<file path="config.mk">
export PLATFORM = sky130hd
export DESIGN_NAME = peak_window
export DESIGN_NICKNAME = d
export VERILOG_FILES = /design/src/rtl/peak_window.sv
export SDC_FILE = /design/constraint.sdc
export NUM_CORES = 1
export LEC_CHECK = 0
export ABC_CLOCK_PERIOD_IN_PS = 3300
export CORE_ASPECT_RATIO = 1.4
export CORE_MARGIN = 2
export CORE_UTILIZATION = 55
export DETAILED_ROUTE_END_ITERATION = 12
export GPL_ROUTABILITY_DRIVEN = 0
export PLACE_DENSITY = 0.8
export SETUP_SLACK_MARGIN = 0.15
export SLEW_MARGIN = 20
export SYNTH_ARGS = -nofsm -noshare
export SYNTH_HDL_FRONTEND = slang
export SYNTH_SLANG_ARGS = --single-unit
</file>
<file path="constraint.sdc">
create_clock -name clk -period 3.3 [get_ports clk]
set_input_delay 0.66 -clock clk [delete_from_list [all_inputs] [get_ports clk]]
set_output_delay 0.66 -clock clk [all_outputs]
set_load 0.02 [all_outputs]
</file>
<file path="src/rtl/peak_window.sv">
// Windowed per-channel peak detector for a packed 12-bit ADC pair.
// Reports {max_x, max_y} once per WIN_LEN accepted samples, then waits for the frame to be sent.
module peak_window #(
  parameter int unsigned WIN_LEN = 256,
  parameter logic [11:0] THRESH  = 12'd200
) (
  input  logic        clk,
  input  logic        rst,
  input  logic        smp_valid,
  input  logic [23:0] smp_data,
  input  logic        tx_done,
  output logic [23:0] res_data,
  output logic [1:0]  res_code,
  output logic        busy
);

  localparam int unsigned CNT_W  = 13;
  localparam int unsigned DATA_W = 12;
  localparam int unsigned RES_W  = 2 * DATA_W;

  localparam logic [CNT_W-1:0] LAST_CNT  = CNT_W'(WIN_LEN);
  localparam logic [CNT_W-1:0] CNT_ONE   = CNT_W'(1);
  localparam logic [1:0]       CODE_NONE = 2'b00;
  localparam logic [1:0]       CODE_MISS = 2'b01;
  localparam logic [1:0]       CODE_HIT  = 2'b11;

  typedef enum logic [1:0] {
    IDLE    = 2'd0,
    ACCUM   = 2'd1,
    REPORT  = 2'd2,
    WAIT_TX = 2'd3
  } state_e;

  state_e              state_q, state_d;
  logic [CNT_W-1:0]    cnt_q, cnt_d;
  logic [DATA_W-1:0]   max_x_q, max_x_d;
  logic [DATA_W-1:0]   max_y_q, max_y_d;
  logic [RES_W-1:0]    res_data_q, res_data_d;
  logic [1:0]          res_code_q, res_code_d;
  logic                busy_q, busy_d;

  logic [DATA_W-1:0]   smp_x, smp_y;
  logic [DATA_W-1:0]   peak_x, peak_y;
  logic [CNT_W-1:0]    cnt_inc;
  logic                win_last;
  logic                above_thresh;

  assign smp_x = smp_data[RES_W-1:DATA_W];
  assign smp_y = smp_data[DATA_W-1:0];

  // Running maxima including the current sample; strict compare keeps the older value on ties.
  always_comb begin
    peak_x       = (smp_x > max_x_q) ? smp_x : max_x_q;
    peak_y       = (smp_y > max_y_q) ? smp_y : max_y_q;
    cnt_inc      = cnt_q + CNT_ONE;
    win_last     = (cnt_inc == LAST_CNT);
    above_thresh = (peak_x >= THRESH) || (peak_y >= THRESH);
  end

  // Next-state and registered-output logic.
  always_comb begin
    state_d    = state_q;
    cnt_d      = cnt_q;
    max_x_d    = max_x_q;
    max_y_d    = max_y_q;
    res_data_d = res_data_q;
    res_code_d = CODE_NONE;

    case (state_q)
      IDLE: begin
        if (smp_valid) begin
          max_x_d = smp_x;
          max_y_d = smp_y;
          cnt_d   = CNT_ONE;
          state_d = ACCUM;
        end
      end
      ACCUM: begin
        if (smp_valid) begin
          max_x_d = peak_x;
          max_y_d = peak_y;
          cnt_d   = cnt_inc;
          if (win_last) begin
            // Result is registered here so the pulse coincides with the REPORT cycle.
            state_d    = REPORT;
            res_data_d = {peak_x, peak_y};
            res_code_d = above_thresh ? CODE_HIT : CODE_MISS;
          end
        end
      end
      REPORT: begin
        if (tx_done) begin
          cnt_d   = '0;
          max_x_d = '0;
          max_y_d = '0;
          state_d = IDLE;
        end else begin
          state_d = WAIT_TX;
        end
      end
      WAIT_TX: begin
        if (tx_done) begin
          cnt_d   = '0;
          max_x_d = '0;
          max_y_d = '0;
          state_d = IDLE;
        end
      end
      default: begin
        state_d = IDLE;
      end
    endcase

    busy_d = (state_d == REPORT) || (state_d == WAIT_TX);
  end

  always_ff @(posedge clk or negedge rst) begin
    if (!rst) begin
      state_q    <= IDLE;
      cnt_q      <= '0;
      max_x_q    <= '0;
      max_y_q    <= '0;
      res_data_q <= '0;
      res_code_q <= CODE_NONE;
      busy_q     <= 1'b0;
    end else begin
      state_q    <= state_d;
      cnt_q      <= cnt_d;
      max_x_q    <= max_x_d;
      max_y_q    <= max_y_d;
      res_data_q <= res_data_d;
      res_code_q <= res_code_d;
      busy_q     <= busy_d;
    end
  end

  assign res_data = res_data_q;
  assign res_code = res_code_q;
  assign busy     = busy_q;

endmodule

</file>
==> metrics.md <==
| Metric | Value |
|---|---|
| Seq pwr share | 37.0% |
| Syn nets | around 430 |
| Xor and xnor area share after synthesis | 0.9123% |
| Distinct cells, synth | 50 |
| Worst-path clk slew | ~70 ps |
| CP arrival | between 2000 and 3000 ps |
| Setup slack, reg-to-reg | between 700 and 800 ps |
| Area growth, synth to finish | 21.86% |
| Critical Path End Type | flip-flop |
| Drt total wl | around 8.4 mm |
| Fin. Hold Viols | 0 |
| DRC violations left | 0 |
| Minimum clock period | approximately 2700 ps |
| Drt pass-1 iters | 4 |
| Setup CP Type | in -> reg |
| Hold WS | 179.2 ps |
| Aggregate global routing overflow | 0 |
| Element type at the critical path start | input port |
| Post-Synth Simple-Gate Area | a little over an eighth |
| Area leader, netlist | dfrtp_1 |
| I/O pins | 55 |
| Yosys warning total | 0 |
| Lkg Pwr | 0.002124 uW |
| Yosys reg bits | 66 |
| P_sw | between 1000 and 1500 uW |
| CTS root buffer | clkbuf_8 |
| CTS buffer count | 9 |
| Proportion of layout cells with a drive suffix above 1 | 11.85% |
| Measured slew at the worst slew-check pin | 778.9 ps |
| HPWL after DPL | a little over 6 mm |
| Initial antenna violation count | 0 |
| Power Density | 654.5 nW/um^2 |
| CP Launch Point | smp_data[10] |
| Adder-Cell Fraction of Synth Area | 8.146% |
| Diode count | 0 |
| Htree depth | 3 |
| Post_cts resized | 0 |
| Core box area | 6847 um^2 |
| Worst r2r path cells | 8 |
| Number of synthesized flops with an enable pin | 0 |
| Clock sink total | between 60 and 70 |
| Hold Path Class | in -> async |
| Cts hold-fix bufs | 0 |
| Critical Path RT | 3590 ps |
| Main synth FF type | dfrtp_1 |
| Worst reg2reg endpoint | res_data[19] |
| Fraction of power consumed by combinational cells | 37.6% |
| Port Buf Inserts | 54 |
| Synth top area cells | dfrtp_1, ha_1, mux2i_1 |
| TritonCTS clock tree | built |
| Post-synth top area share | 43.01% |
| WL per Instance | approximately 16 um |
| Mux cell area share after synthesis | 6.777% |
| # setup viols final | 0 |
| Run status | complete, no violations |
| RSZ-0062 raised after global routing | no |
| Worst slack at placement | 352.4 ps |
| Largest net degree at the start of global routing | 55 |
| Clock skew | slightly above 9 ps |
| Async SR Flop Fraction | 100.0% |
| Most frequent cells after synthesis | dfrtp_1, nand2_1, inv_1 |
| Non-Filler Instances | 534 |
| DR iter-0 viols | 146 |
| Vias | 3,140 |
| Setup TNS | 0 ps |
| FF-to-FF Start | cnt_q[0] |
| Slew Viols, Final | 0 |
| Seq/Total Area, Yosys | 43.01% |
| Die outline area | 7676 um^2 |
| Tot GR Track Use | between 20% and 30% |
| Clock power share | 25.4% |
| Post-synthesis cell area | 3840 um^2 |
| Starting Density | 56.09% |
| Max-cap violations | 0 |
| Final Util | between 60% and 70% |
| Switching part of the total power | 35.47% |
| Global-route wire length before repair | 14.05 mm |
| Post-Syn Instances | around 380 |
| Fmax | 0.3768 GHz |
| Clock buffer depth | 2 |
| Fin crit share | 80.42% |
| Slew headroom | 47.97% |
| Final Worst Setup Slack | 646.1 ps |
| DIE WIDTH | 74.62 um |
| Main combinational cell family by area after synthesis | compound AO/OA/AOI/OAI gates |
| Most frequent cell after synthesis | dfrtp_1 |
| Peak VDD IR | around 0.00026 V |
| Nets | 489 |
| Number of global-route vias before repair | 3,015 |
| Worst Setup EP | max_y_q[4] |
| Post-synthesis compound-gate area fraction | 22.16% |
| # Post-CTS Setup Buffers | 0 |
| Vias/cell | 5.880 |
| Worst Path Max Fanout | 10 |
| Post-Place Cells | 520 |
| Syn avg cell area | ~10 um^2 |
| Row count | 36 |
| Detail Route Antenna Nets | 0 |
| Die Height | 102.9 um |
| Clock Latency Late Sink | 360 ps |
| Cell internal pwr | slightly below 2000 uW |
cell type report:
| type | count | area (um^2) |
|---|---|---|
| Clock buffer | 12 | 165.2 |
| Clock inverter | 2 | 60.06 |
| Fill cell | 548 | 2167 |
| Inverter | 29 | 108.9 |
| Multi-Input combinational cell | 267 | 1959 |
| Sequential cell | 66 | 1652 |
| Tap cell | 95 | 118.9 |
| Timing Repair Buffer | 63 | 615.6 |
power groups by stage:
| stage | Combinational (uW) | Sequential, uW | Clock (uW) |
|---|---|---|---|
| final | 1150 | 1130 | 777 |
| after global routing | 1300 | 1160 | 823 |
| after CTS | 1160 | 1130 | 794 |
| after detailed placement | 1150 | 1140 | 0 |
| after global placement | 1110 | 1130 | 0 |
| after floorplan | 879 | 1090 | 0 |
worst max-delay path, stage by stage:
cell             delay, ps
clkdlybuf4s50_1        480
ha_1                   360
a21oi_1                150
nand2_1                 60
a21oi_1                170
a31oi_2                150
o21bai_1               640
a22o_1                 270
flip-flops by register name (all words and copies together) (netlist names):
register  count
res_data     24
cnt_q        13
max_x_q      12
max_y_q      12
res_code      2
state_q       2
busy          1
through the flow:
step                power [uW]  instance area (um^2)
floorplan                 1970                  3840
global placement          2245                  4454
detailed placement        2294                  4454
CTS                       3085                  4679
global route              3279                  4679
finish                    3063                  4679
per-layer routing:
metal	vias up	track usage [%]	share of wire, %
li1	1514	-	-
met1	1538	30.42	42
met2	72	40.23	51
met3	16	4.106	4.0
met4	0	10.58	2.0
met5	-	0	0
worst min-delay path by stage:
| stage | start | cells after the start | slack, ps | endpoint |
|---|---|---|---|---|
| after floorplan | rst | 0 | 360 | busy |
| after global placement | res_data[9] | 2 | 460 | res_data[9] |
| after detailed placement | res_data[8] | 2 | 460 | res_data[8] |
| after CTS | rst | 1 | 170 | max_x_q[0] |
| after global routing | rst | 1 | 200 | max_x_q[0] |
| final | rst | 1 | 180 | max_x_q[0] |
logic make-up (layout without fill, tap and decap cells):
group,Yosys count,after routing
compound gates,116,116
xor+xnor,4,4
fa+ha+maj,25,25
buf+inv,48,106
flops,66,66
mux,26,26
simple gates,96,96
cells in the final DEF, fill, tap and decap left out, types with 9 or more instances in the layout:
cell type	instances
a21oi_1	16
clkdlybuf4s50_1	53
a22o_1	22
clkbuf_8	12
nand4_1	9
dfrtp_1	66
inv_1	29
nand2_1	41
ha_1	25
o21ai_0	21
o21ai_2	22
mux2i_1	26
Note: power is estimated with default switching activity, not from simulation.
